==> config.mk <==
export PLATFORM = sky130hd
export DESIGN_NAME = screen_fill_engine
export DESIGN_NICKNAME = d
export VERILOG_FILES = /design/src/rtl/screen_fill_engine.sv
export SDC_FILE = /design/constraint.sdc
export NUM_CORES = 1
export LEC_CHECK = 0
export CORE_MARGIN = 2
export CORE_UTILIZATION = 56
export DETAILED_ROUTE_END_ITERATION = 7
export DONT_BUFFER_PORTS = 1
export GPL_TIMING_DRIVEN = 0
export PLACE_DENSITY_LB_ADDON = 0.25
export SYNTH_ARGS = -nofsm -noshare
export SYNTH_HDL_FRONTEND = slang
export SYNTH_SLANG_ARGS = --single-unit
==> constraint.sdc <==
create_clock -name clock -period 1.6 [get_ports clock]
set_input_delay 0.24 -clock clock [delete_from_list [all_inputs] [get_ports clock]]
set_output_delay 0.24 -clock clock [all_outputs]
set_load 0.01 [all_outputs]
==> src/rtl/screen_fill_engine.sv <==
// Full-screen bitmap sweeper: walks every pixel of a ROM image and streams
// x/y/colour/writeEn to the VGA adapter, then raises done until cleared.
module screen_fill_engine #(
   parameter int X_MAX    = 160,
   parameter int Y_MAX    = 120,
   parameter int X_W      = 8,
   parameter int Y_W      = 7,
   parameter int COLOUR_W = 3,
   parameter int ADDR_W   = 16
) (
   input  logic                clock,
   input  logic                reset,
   input  logic                clear_n,
   input  logic                enable,
   input  logic                plot,
   input  logic [1:0]          sel_screen,
   output logic [ADDR_W-1:0]   rom_addr,
   input  logic [COLOUR_W-1:0] rom_data,
   output logic [X_W-1:0]      x,
   output logic [Y_W-1:0]      y,
   output logic [COLOUR_W-1:0] colour,
   output logic                writeEn,
   output logic                done
);

   localparam logic [ADDR_W-1:0] IMG_BASE1 = ADDR_W'(X_MAX * Y_MAX);
   localparam logic [X_W-1:0]    X_LAST    = X_W'(X_MAX - 1);
   localparam logic [Y_W-1:0]    Y_LAST    = Y_W'(Y_MAX - 1);

   typedef enum logic [1:0] {S_IDLE, S_SWEEP, S_DRAIN, S_DONE} state_t;

   state_t state_q, state_d;

   logic                issue;
   logic                load;
   logic                last_px;

   logic [X_W-1:0]      cx_q, cx_d;
   logic [Y_W-1:0]      cy_q, cy_d;
   logic [ADDR_W-1:0]   addr_q, addr_d;

   logic [X_W-1:0]      cx_p1_q, cx_p1_d;
   logic [Y_W-1:0]      cy_p1_q, cy_p1_d;
   logic                vld_p1_q, vld_p1_d;

   logic [X_W-1:0]      x_p2_q, x_p2_d;
   logic [Y_W-1:0]      y_p2_q, y_p2_d;
   logic [COLOUR_W-1:0] colour_p2_q, colour_p2_d;
   logic                vld_p2_q, vld_p2_d;

   assign last_px = (cx_q == X_LAST) && (cy_q == Y_LAST);

   always_ff @(posedge clock) begin
      if (reset || !clear_n) begin
         state_q <= S_IDLE;
      end else begin
         state_q <= state_d;
      end
   end

   always_comb begin
      state_d = state_q;
      case (state_q)
         S_IDLE:  if (enable && plot && !sel_screen[1]) state_d = S_SWEEP;
         S_SWEEP: if (issue && last_px)                 state_d = S_DRAIN;
         S_DRAIN: if (!vld_p1_q)                        state_d = S_DONE;
         S_DONE:                                        state_d = S_DONE;
         default:                                       state_d = S_IDLE;
      endcase
   end

   always_comb begin
      issue = 1'b0;
      load  = 1'b0;
      done  = 1'b0;
      case (state_q)
         S_IDLE:  load  = enable && plot && !sel_screen[1];
         S_SWEEP: issue = enable && plot;
         S_DONE:  done  = 1'b1;
         default: ;
      endcase
   end

   // Raster counters; the address tracks the counters incrementally and holds
   // on the final pixel so it never points past the selected image.
   always_comb begin
      cx_d   = cx_q;
      cy_d   = cy_q;
      addr_d = addr_q;
      if (load) begin
         cx_d   = '0;
         cy_d   = '0;
         addr_d = sel_screen[0] ? IMG_BASE1 : '0;
      end else if (issue && !last_px) begin
         addr_d = addr_q + ADDR_W'(1);
         if (cx_q == X_LAST) begin
            cx_d = '0;
            cy_d = cy_q + Y_W'(1);
         end else begin
            cx_d = cx_q + X_W'(1);
         end
      end
   end

   // Stage 1 travels with the ROM access; stage 2 meets the returned data.
   always_comb begin
      cx_p1_d     = cx_q;
      cy_p1_d     = cy_q;
      vld_p1_d    = issue;
      x_p2_d      = cx_p1_q;
      y_p2_d      = cy_p1_q;
      colour_p2_d = rom_data;
      vld_p2_d    = vld_p1_q;
   end

   always_ff @(posedge clock) begin
      if (reset || !clear_n) begin
         cx_q        <= '0;
         cy_q        <= '0;
         addr_q      <= '0;
         cx_p1_q     <= '0;
         cy_p1_q     <= '0;
         vld_p1_q    <= 1'b0;
         x_p2_q      <= '0;
         y_p2_q      <= '0;
         colour_p2_q <= '0;
         vld_p2_q    <= 1'b0;
      end else begin
         cx_q        <= cx_d;
         cy_q        <= cy_d;
         addr_q      <= addr_d;
         cx_p1_q     <= cx_p1_d;
         cy_p1_q     <= cy_p1_d;
         vld_p1_q    <= vld_p1_d;
         x_p2_q      <= x_p2_d;
         y_p2_q      <= y_p2_d;
         colour_p2_q <= colour_p2_d;
         vld_p2_q    <= vld_p2_d;
      end
   end

   assign rom_addr = addr_q;
   assign x        = x_p2_q;
   assign y        = y_p2_q;
   assign colour   = colour_p2_q;
   assign writeEn  = vld_p2_q;

endmodule
==> out/results.ini, run 1 <==
[placement]
place_congestion=0.867
dp_hpwl_mm=3.64
dp.cells=330
io_buffers=0

[worst_setup_path]
start_kind=register
critPathLaunch=state_q[1]
cp_max_fo=4
worstPathArrival_ns=2.06
r2r_start=state_q[1]
path_class=register to register
worstPathRequired_ns=1.86
critPathCaptureType=register

[hold_path]
hold_class=input port to register
hp-start=rom_data[1]

[yosys]
synthMuxAreaShare=0.00374
avgSynthCellArea_sq_um=9.70
synth_top_family_by_area=simple AND/OR/NAND/NOR gates
yosys_warnings=0
synth-xor-area-share=0.00982
synthesis.area_sq_um=2680
postSynthCellCount=276
synthSimpleGateAreaFrac=0.284
synth_fa_ha_area_frac=0.0140
ys_ff_latch=68
synth_cell_types=39
synth_compound_area_frac=0.140
yosysSeqAreaShare=0.509
syn-num-nets=289

[finish]
synthToLayoutAreaGrowth_pct=27.1
nNetsFinal=324
final_cells=370
multiInputGateArea_sq_um=1400
antenna_cells=0
drive_above_1_share=0.329
n_fill_cell=340
register_area_sq_um=1390

[route]
dr.pass1.iters=4
drc_errors=0
topRoutingLayerUsed=met4
met2_length_mm=3.22
vias_per_cell=6.31
num_vias=2335
wl_met1_mm=2.74
wirelength_mm=6.55
dr_wl_met3_um=405
routedWlPerCell_um=17.7
drtIter0Drc=143
drtAntennaViolNets=0

[die]
fp.dieW_um=73.1
die_h_um=73.1
core_area_sq_um=4660
initial_utilization=0.574
rows=25
die_area_sq_um=5350
ios=46

[timing]
fin_ws_ns=-0.196
maxSlewViolCount=0
post-route-period-util=1.12
setup_viol=31
rsz0062_at_grt=yes
worstMarginPinSlew_ns=0.533
worst_hold_slack_ns=0.0259
slew-limit-headroom=0.645
finalHoldViolations=0
clock.fmax_mhz=557
fin_worst_skew_ns=0.00908
finalCriticalPeriod_ns=1.80

[global_route]
grt_antenna_before_repair=0
first_global_vias=2070
grt-ovfl-total=0
grt_pass1_wl_mm=9.89
grt_usage=0.245
grt_max_degree=12

[power_and_ir_drop]
powerDensity_nw_per_um2=863
leakage_nw=1.14
power_mw=2.94
ir_drop_mv=0.462

[clocking]
root_buffer=clkbuf_8
cts_tree=done
cts_made_buffers=9
worstSkewPairLatency_ns=0.34
cts_max_path_buffers=2
cts_max_level=3
clkTransAtPathRegs_ns=0.07
cts_hold_buf=0
cts.sinks=68

[outcome]
violations=negative setup slack
status=finished, violations left

[run]
max-cap-violations=0

-- state kept, by name, summed over array words and instances, names as in the netlist --
signal,flops
colour,3
cx_p1_d,8
cx_p1_q,8
cy_p1_d,7
cy_p1_q,7
rom_addr,16
state_q,2
vld_p1_q,1
writeEn,1
x,8
y,7
-- cell families after synthesis --
group / count (synthesis)
AO/OA/AOI/OAI: 62
XOR/XNOR: 3
adder cells (fa/ha/maj): 3
buffers and inverters: 23
flip-flops: 68
multiplexers: 1
AND/OR/NAND/NOR: 116
-- report_power, final --
part           internal [mW]  leakage [nW]  total [mW]  switching, mW
registers               1.69         0.558        1.70        0.00886
logic                 0.0159         0.499      0.0594         0.0436
clock network          0.561        0.0803        1.18          0.617
-- cell usage in the layout (no fill, tap or decap), types with 3 or more instances in the layout --
master / instances
dfxtp_1: 52
and2_1: 35
buf_4: 19
a21oi_1: 17
or4_1: 14
o31ai_1: 12
nand2_1: 11
dfxtp_2: 11
buf_6: 10
clkbuf_8: 9
clkbuf_1: 7
nor2_1: 7
nand4_1: 7
nand3_1: 7
inv_1: 6
or4_4: 6
a21oi_2: 6
o31ai_2: 5
or3_1: 5
dfxtp_4: 5
o21ai_0: 4
o21ai_2: 4
a31oi_1: 4
and3_1: 3
clkbuf_2: 3
nand3_2: 3
o21ai_1: 3
-- critical path, cell delays in order (launching register included) --
cell      delay, ns
dfxtp_4        0.35
nand4b_1       0.31
or4_4          0.58
or3_1          0.34
a21oi_1        0.15
-- stage by stage --
stage	utilization	setup TNS, ns	area (sq um)	setup WS [ns]
6_report	0.730	-2.70	3400	-0.196
2_1_floorplan	-	-0.0390	2690	-0.0390
3_3_place_gp	0.591	-5.86	2760	-0.289
4_1_cts	0.694	-1.18	3230	-0.117
3_5_place_dp	0.591	-5.59	2760	-0.248
5_1_grt	0.730	-5.37	3400	-0.286
-- routing by layer --
| metal | GRT usage | up-vias |
|---|---|---|
| met4 | 0.130 | 0 |
| met2 | 0.367 | 103 |
| met1 | 0.326 | 1121 |
| met5 | 0 | - |
| li1 | - | 1087 |
| met3 | 0.0594 | 24 |
-- path summary, 6_finish.rpt --
check               end  slack, ns  cells after the start
min           colour[1]       0.03                      1
max          cy_p1_d[6]      -0.20                      4
min reg2reg        y[4]       0.43                      1
max reg2reg  cy_p1_d[6]      -0.20                      4
-- cell usage after synthesis, drive strengths merged --
master | count | area (sq um)
nand4 | 7 | 43.8
clkbuf | 10 | 37.5
nand2 | 11 | 41.3
dfxtp | 68 | 1360
nor2b | 1 | 6.26
or4 | 20 | 154
o211ai | 1 | 7.51
mux2i | 1 | 10.0
buf | 7 | 45.0
and4b | 1 | 10.0
a31oi | 4 | 25.0
nand4b | 2 | 17.5
and3 | 3 | 18.8
and3b | 1 | 8.76
a21oi | 23 | 115
or2 | 1 | 6.26
or3 | 6 | 37.5
xor2 | 2 | 17.5
inv | 6 | 22.5
a41oi | 1 | 8.76
nor4 | 3 | 33.8
a221oi | 1 | 8.76
o31ai | 18 | 135
nand2b | 2 | 12.5
and4 | 2 | 17.5
and2 | 35 | 219
o21a | 2 | 15.0
o21ai | 12 | 60.1
ha | 3 | 37.5
xnor2 | 1 | 8.76
nor3 | 1 | 5.00
nand4bb | 1 | 27.5
nand3 | 11 | 65.1
nor4bb | 1 | 10.0
nor2 | 7 | 26.3
-- timing repair --
item	in CTS	in global routing
cloned	4	0
gates resized for setup	59	39
pin swaps	33	17
endpoints found under the setup margin	33	33
setup buffers	14	7
-- cell type report --
cell class | instances | share of cell area
multi-input combinational | 185 | 0.413
sequential | 68 | 0.410
timing repair buffer | 25 | 0.0688
clock buffer | 12 | 0.0397
buffer | 16 | 0.0349
tap | 54 | 0.0199
clock inverter | 4 | 0.00772
inverter | 6 | 0.00662
Power figures use the tool's default switching activity.
==> inputs of run 2 (changes only) <==
--- a/config.mk
+++ b/config.mk
@@ -10,7 +10,7 @@
 export DETAILED_ROUTE_END_ITERATION = 7
 export DONT_BUFFER_PORTS = 1
 export GPL_TIMING_DRIVEN = 0
-export PLACE_DENSITY_LB_ADDON = 0.25
+export PLACE_DENSITY_LB_ADDON = 0.1
 export SYNTH_ARGS = -nofsm -noshare
 export SYNTH_HDL_FRONTEND = slang
 export SYNTH_SLANG_ARGS = --single-unit
==> out/results.ini, run 2 (synthesis results as in run 1) <==
[timing]
finalCriticalPeriod_ns=1.82  ; +0.0280 ns
fin_ws_ns=-0.224  ; -0.0280 ns
setup_tns_ns=-3.85  ; -1.15 ns
clock.fmax_mhz=548  ; -1.5%
fin_worst_skew_ns=0.00977  ; +0.000690 ns
maxSlewViolCount=0  ; unchanged
rsz0062_at_grt=yes
worst_hold_slack_ns=0.0195  ; -0.00639 ns
finalHoldViolations=0  ; unchanged
setup_viol=30  ; -3.2%
post-route-period-util=1.14  ; +0.0175
slew-limit-headroom=0.595  ; -0.0500
worstMarginPinSlew_ns=0.602  ; +0.0686 ns

[worst_setup_path]
worstPathRequired_ns=1.87  ; about the same
critPathCaptureType=register
r2r_start=cy_p1_d[1]
slowest_delay_ns=0.48  ; -0.10 ns
path_cells=ha_4 > nand4b_1 > nor4_4 > buf_6 > buf_8 > or4_4 > a21oi_2
cp_max_fo=7  ; +3
worstPathArrival_ns=2.09  ; +0.03 ns
slowest_stage=or4_4
path_class=register to register
start_kind=register
rr_endpoint=cx_p1_d[4]
r2r_setup_slack_ns=-0.22  ; -0.03 ns
reg2reg_depth=7  ; +3

[finish]
fin_util=0.769  ; +0.0395
final_cell_mix=dfxtp_1, and2_1, buf_4
antenna_cells=0  ; unchanged
largest_reg_flops=16  ; unchanged
n_fill_cell=305  ; -10%
synthToLayoutAreaGrowth_pct=34.0
final_common_cell=dfxtp_1
nNetsFinal=331  ; +2.2%
finalInstanceArea_sq_um=3590  ; +5.4%
drive_above_1_share=0.385  ; +0.0560

[global_route]
grt_max_degree=12  ; unchanged
grt_usage=0.253  ; +0.00773
grt-ovfl-total=0  ; unchanged
grt_pass1_wl_mm=10.2  ; +3.6%
grt_antenna_before_repair=0  ; unchanged
first_global_vias=2062  ; -0.39%

[hold_path]
worstHoldEndpoint=colour[0]
holdPathStages=1  ; unchanged
hold_class=input port to register
hp-start=rom_data[0]

[die]
die_area_sq_um=5350  ; unchanged
ios=46  ; unchanged
rows=25  ; unchanged
fp.dieW_um=73.1  ; unchanged
initial_utilization=0.574  ; unchanged
core_area_sq_um=4660  ; unchanged
die_h_um=73.1  ; unchanged

[route]
wirelength_mm=7.03  ; +7.3%
drtIter0Drc=142  ; -0.70%
vias_per_cell=6.31  ; about the same
drtAntennaViolNets=0  ; unchanged
dr.pass1.iters=4  ; unchanged
routedWlPerCell_um=18.7  ; +5.6%
num_vias=2373  ; +1.6%
drc_errors=0  ; unchanged

[power_and_ir_drop]
leakage_nw=1.20  ; +5.4%
ir_drop_mv=0.841  ; +82%
powerDensity_nw_per_um2=905  ; +4.8%

[outcome]
status=finished, violations left
violations=negative setup slack

[run]
max-cap-violations=0  ; unchanged

[clocking]
cts.sinks=68  ; unchanged
cts_tree=done
cts_hold_buf=0  ; unchanged
cts_max_path_buffers=2  ; unchanged
worstSkewPairLatency_ns=0.34  ; about the same
cts_made_buffers=9  ; unchanged
cts_max_level=3  ; unchanged
clkTransAtPathRegs_ns=0.07  ; about the same
root_buffer=clkbuf_8

[placement]
dp_hpwl_mm=3.70  ; +1.5%
io_buffers=0  ; unchanged
placed_area_sq_um=2760  ; unchanged
place_congestion=0.792  ; -8.6%

==> run 2: cell count changes in the layout (fill, tap and decap cells not counted), moves of 3 or more <==
| cell | before | now |
|---|---|---|
| o21ai_2 | 4 | 7 |
| o31ai_1 | 12 | 9 |
| buf_4 | 19 | 23 |
| o31ai_4 | 1 | 4 |
| dfxtp_4 | 5 | 9 |
==> run 2: layout make-up <==
type | instances | area [sq um] | area share
Sequential cell | 68 | 1410 | 0.392
Buffer | 17 | 135 | 0.0377
Tap cell | 54 | 67.6 | 0.0188
Clock buffer | 10 | 128 | 0.0356
Clock inverter | 5 | 77.6 | 0.0216
Multi-Input combinational cell | 185 | 1470 | 0.410
Timing Repair Buffer | 31 | 278 | 0.0775
Inverter | 6 | 22.5 | 0.00628
==> run 2: how the worst max path moves through the flow <==
stage,start,to,slack [ns],cells after the start
2_1_floorplan,cy_p1_d[0],cy_p1_d[6],-0.04,5
3_3_place_gp,cy_p1_d[0],rom_addr[14],-0.32,7
5_1_grt,state_q[1],rom_addr[9],-0.28,7
3_5_place_dp,cy_p1_d[0],cx_p1_d[1],-0.33,7
6_report,cy_p1_d[1],cx_p1_d[4],-0.22,7
4_1_cts,state_q[1],rom_addr[7],-0.17,6
==> run 2: critical path, delay by kind of cell (launching register included) <==
family | cells | cell delay [ns]
and+or+nand+nor | 3 | 0.78
DFF | 1 | 0.36
buffers and inverters | 2 | 0.30
adders and majority gates | 1 | 0.16
AOI/OAI and AO/OA | 1 | 0.16
==> run 2: per-layer routing <==
| layer | vias up | share of wire | track usage |
|---|---|---|---|
| met5 | - | 0 | 0 |
| met4 | 0 | 0.026 | 0.130 |
| met3 | 19 | 0.081 | 0.0718 |
| met2 | 133 | 0.48 | 0.384 |
| met1 | 1121 | 0.42 | 0.327 |
| li1 | 1100 | - | - |
==> run 2: power breakdown <==
part | leakage, nW | total [mW] | switching [mW] | internal [mW]
Sequential | 0.560 | 1.69 | 0.00912 | 1.68
Combinational | 0.536 | 0.0611 | 0.0442 | 0.0168
Clock | 0.102 | 1.49 | 0.627 | 0.864
Total | 1.20 | 3.24 | 0.681 | 2.56
==> run 2: metrics by stage <==
stage	power (mW)	worst slack, ns	std cells
after CTS	3.26	-0.172	365
after detailed placement	1.80	-0.326	330
after global routing	3.36	-0.283	376
after global placement	1.79	-0.320	330
final	3.24	-0.224	376
after floorplan	1.78	-0.0390	276
==> run 2: timing repair <==
item,in CTS,in global routing
setup buffers,17,9
pin swaps,24,29
endpoints found under the setup margin,32,33
resized for setup,54,62
gates cloned,3,3
endpoints found under the hold margin,0,0
==> inputs of run 3 (changes only) <==
--- a/config.mk
+++ b/config.mk
@@ -11,6 +11,7 @@
 export DONT_BUFFER_PORTS = 1
 export GPL_TIMING_DRIVEN = 0
 export PLACE_DENSITY_LB_ADDON = 0.1
+export REMOVE_ABC_BUFFERS = 1
 export SYNTH_ARGS = -nofsm -noshare
 export SYNTH_HDL_FRONTEND = slang
 export SYNTH_SLANG_ARGS = --single-unit
==> out/results.ini, run 3 (synthesis results as in run 1) <==
[outcome]
status=finished, violations left
violations=negative setup slack

[timing]
setup_viol=27  ; -10%
fin_ws_ns=-0.197  ; +0.0275 ns
slew-limit-headroom=0.681  ; +0.0864
finalHoldViolations=0  ; unchanged
finalCriticalPeriod_ns=1.80  ; -0.0275 ns
rsz0062_at_grt=yes
post-route-period-util=1.12  ; -0.0172
fin_worst_skew_ns=0.00401  ; -0.00576 ns
setup_tns_ns=-2.06  ; +1.79 ns
maxSlewViolCount=0  ; unchanged
worstMarginPinSlew_ns=0.477  ; -0.125 ns
clock.fmax_mhz=557  ; +1.5%

[route]
num_vias=2252  ; -5.1%
drtIter0Drc=81  ; -43%
drtAntennaViolNets=0  ; unchanged
dr.pass1.iters=4  ; unchanged
routedWlPerCell_um=16.5  ; -11%
drc_errors=0  ; unchanged
wirelength_mm=6.12  ; -13%
vias_per_cell=6.09  ; -3.6%

[power_and_ir_drop]
leakage_nw=1.16  ; -3.3%
powerDensity_nw_per_um2=939  ; +3.8%
ir_drop_mv=0.675  ; -20%
power_mw=3.17  ; -2.2%

[finish]
largest_reg_flops=16  ; unchanged
antenna_cells=0  ; unchanged
final_cells=370  ; -1.6%
n_fill_cell=327  ; +7.2%
nNetsFinal=324  ; -2.1%
finalInstanceArea_sq_um=3380  ; -5.8%
final_cell_mix=dfxtp_1, and2_1, buf_4
synthToLayoutAreaGrowth_pct=26.2
drive_above_1_share=0.323  ; -0.0623
final_common_cell=dfxtp_1

[die]
die_h_um=73.1  ; unchanged
rows=25  ; unchanged
initial_utilization=0.574  ; unchanged
fp.dieW_um=73.1  ; unchanged
ios=46  ; unchanged
core_area_sq_um=4660  ; unchanged
die_area_sq_um=5350  ; unchanged

[global_route]
grt_antenna_before_repair=0  ; unchanged
grt_max_degree=35  ; +23
first_global_vias=2060  ; -0.097%
grt-ovfl-total=0  ; unchanged
grt_usage=0.239  ; -0.0141
grt_pass1_wl_mm=9.65  ; -5.9%

[worst_setup_path]
worstPathRequired_ns=1.86  ; about the same
crit_end=cy_p1_d[6]
reg2reg_depth=5  ; -2
critPathLaunch=cx_p1_d[1]
path_class=register to register
critPathCaptureType=register
r2r_start=cx_p1_d[1]
start_kind=register
cp_max_fo=6  ; -1
rr_endpoint=cy_p1_d[6]
worstPathArrival_ns=2.06  ; -0.03 ns
r2r_setup_slack_ns=-0.20  ; +0.03 ns

[placement]
dp.cells=315  ; -4.5%
dp_hpwl_mm=3.20  ; -13%
io_buffers=0  ; unchanged
placed_area_sq_um=2690  ; -2.3%
place_congestion=0.784  ; -1.0%

[clocking]
root_buffer=clkbuf_8
cts_max_level=3  ; unchanged
cts_made_buffers=9  ; unchanged
worstSkewPairLatency_ns=0.34  ; about the same
cts.sinks=68  ; unchanged
cts_tree=done
cts_max_path_buffers=2  ; unchanged
clkTransAtPathRegs_ns=0.07  ; about the same

[run]
max-cap-violations=0  ; unchanged

[hold_path]
hold_class=input port to register

run 3: power breakdown:
| part | switching (mW) | leakage, nW | internal [mW] |
|---|---|---|---|
| clock | 0.665 | 0.0983 | 0.758 |
| combinational | 0.0375 | 0.502 | 0.0149 |
| sequential | 0.00832 | 0.559 | 1.69 |
run 3: worst min-delay path by stage:
stage	start	endpoint	slack, ns	cells after the start
2_1_floorplan	rom_data[0]	colour[0]	0.36	1
3_3_place_gp	rom_data[2]	colour[2]	0.36	1
3_5_place_dp	rom_data[0]	colour[0]	0.37	1
4_1_cts	rom_data[2]	colour[2]	0.01	1
5_1_grt	rom_data[1]	colour[1]	0.005	1
6_report	rom_data[0]	colour[0]	0.02	1
run 3: timing repair:
item,in CTS,in global routing
buffers inserted,33,5
setup endpoints to repair,34,33
hold buffers,0,0
pin swaps,31,17
cloned,2,0
gates resized for setup,33,26
run 3: cell type report:
class	count	area [sq um]	area share
sequential	68	1400	0.413
timing repair buffer	39	323	0.0956
clock inverter	6	63.8	0.0189
tap	54	67.6	0.0200
multi-input combinational	187	1370	0.405
clock buffer	10	138	0.0407
inverter	6	22.5	0.00667
run 3: metrics by stage:
stage          hold slack (ns)  worst slack, ns   util
3_3_place_gp             0.363            -1.52  0.571
4_1_cts                0.00956           -0.162  0.697
5_1_grt                0.00498           -0.216  0.725
6_report                0.0187           -0.197  0.725
2_1_floorplan            0.362           -0.586      -
3_5_place_dp             0.366            -1.04  0.578
run 3: worst max-delay path, cell delays in order (launching register included):
cell and delay [ns]:
dfxtp_2 0.36, ha_4 0.16, nand3_4 0.12, or4_4 0.58
or3_1 0.35, a21oi_1 0.16
run 3: routing by layer:
layer | up-vias | global-route usage | wire [um]
met5 | - | 0 | 0
met4 | 0 | 0.126 | 128
met3 | 14 | 0.0718 | 339
met2 | 61 | 0.371 | 2930
met1 | 1085 | 0.297 | 2720
li1 | 1092 | - | -
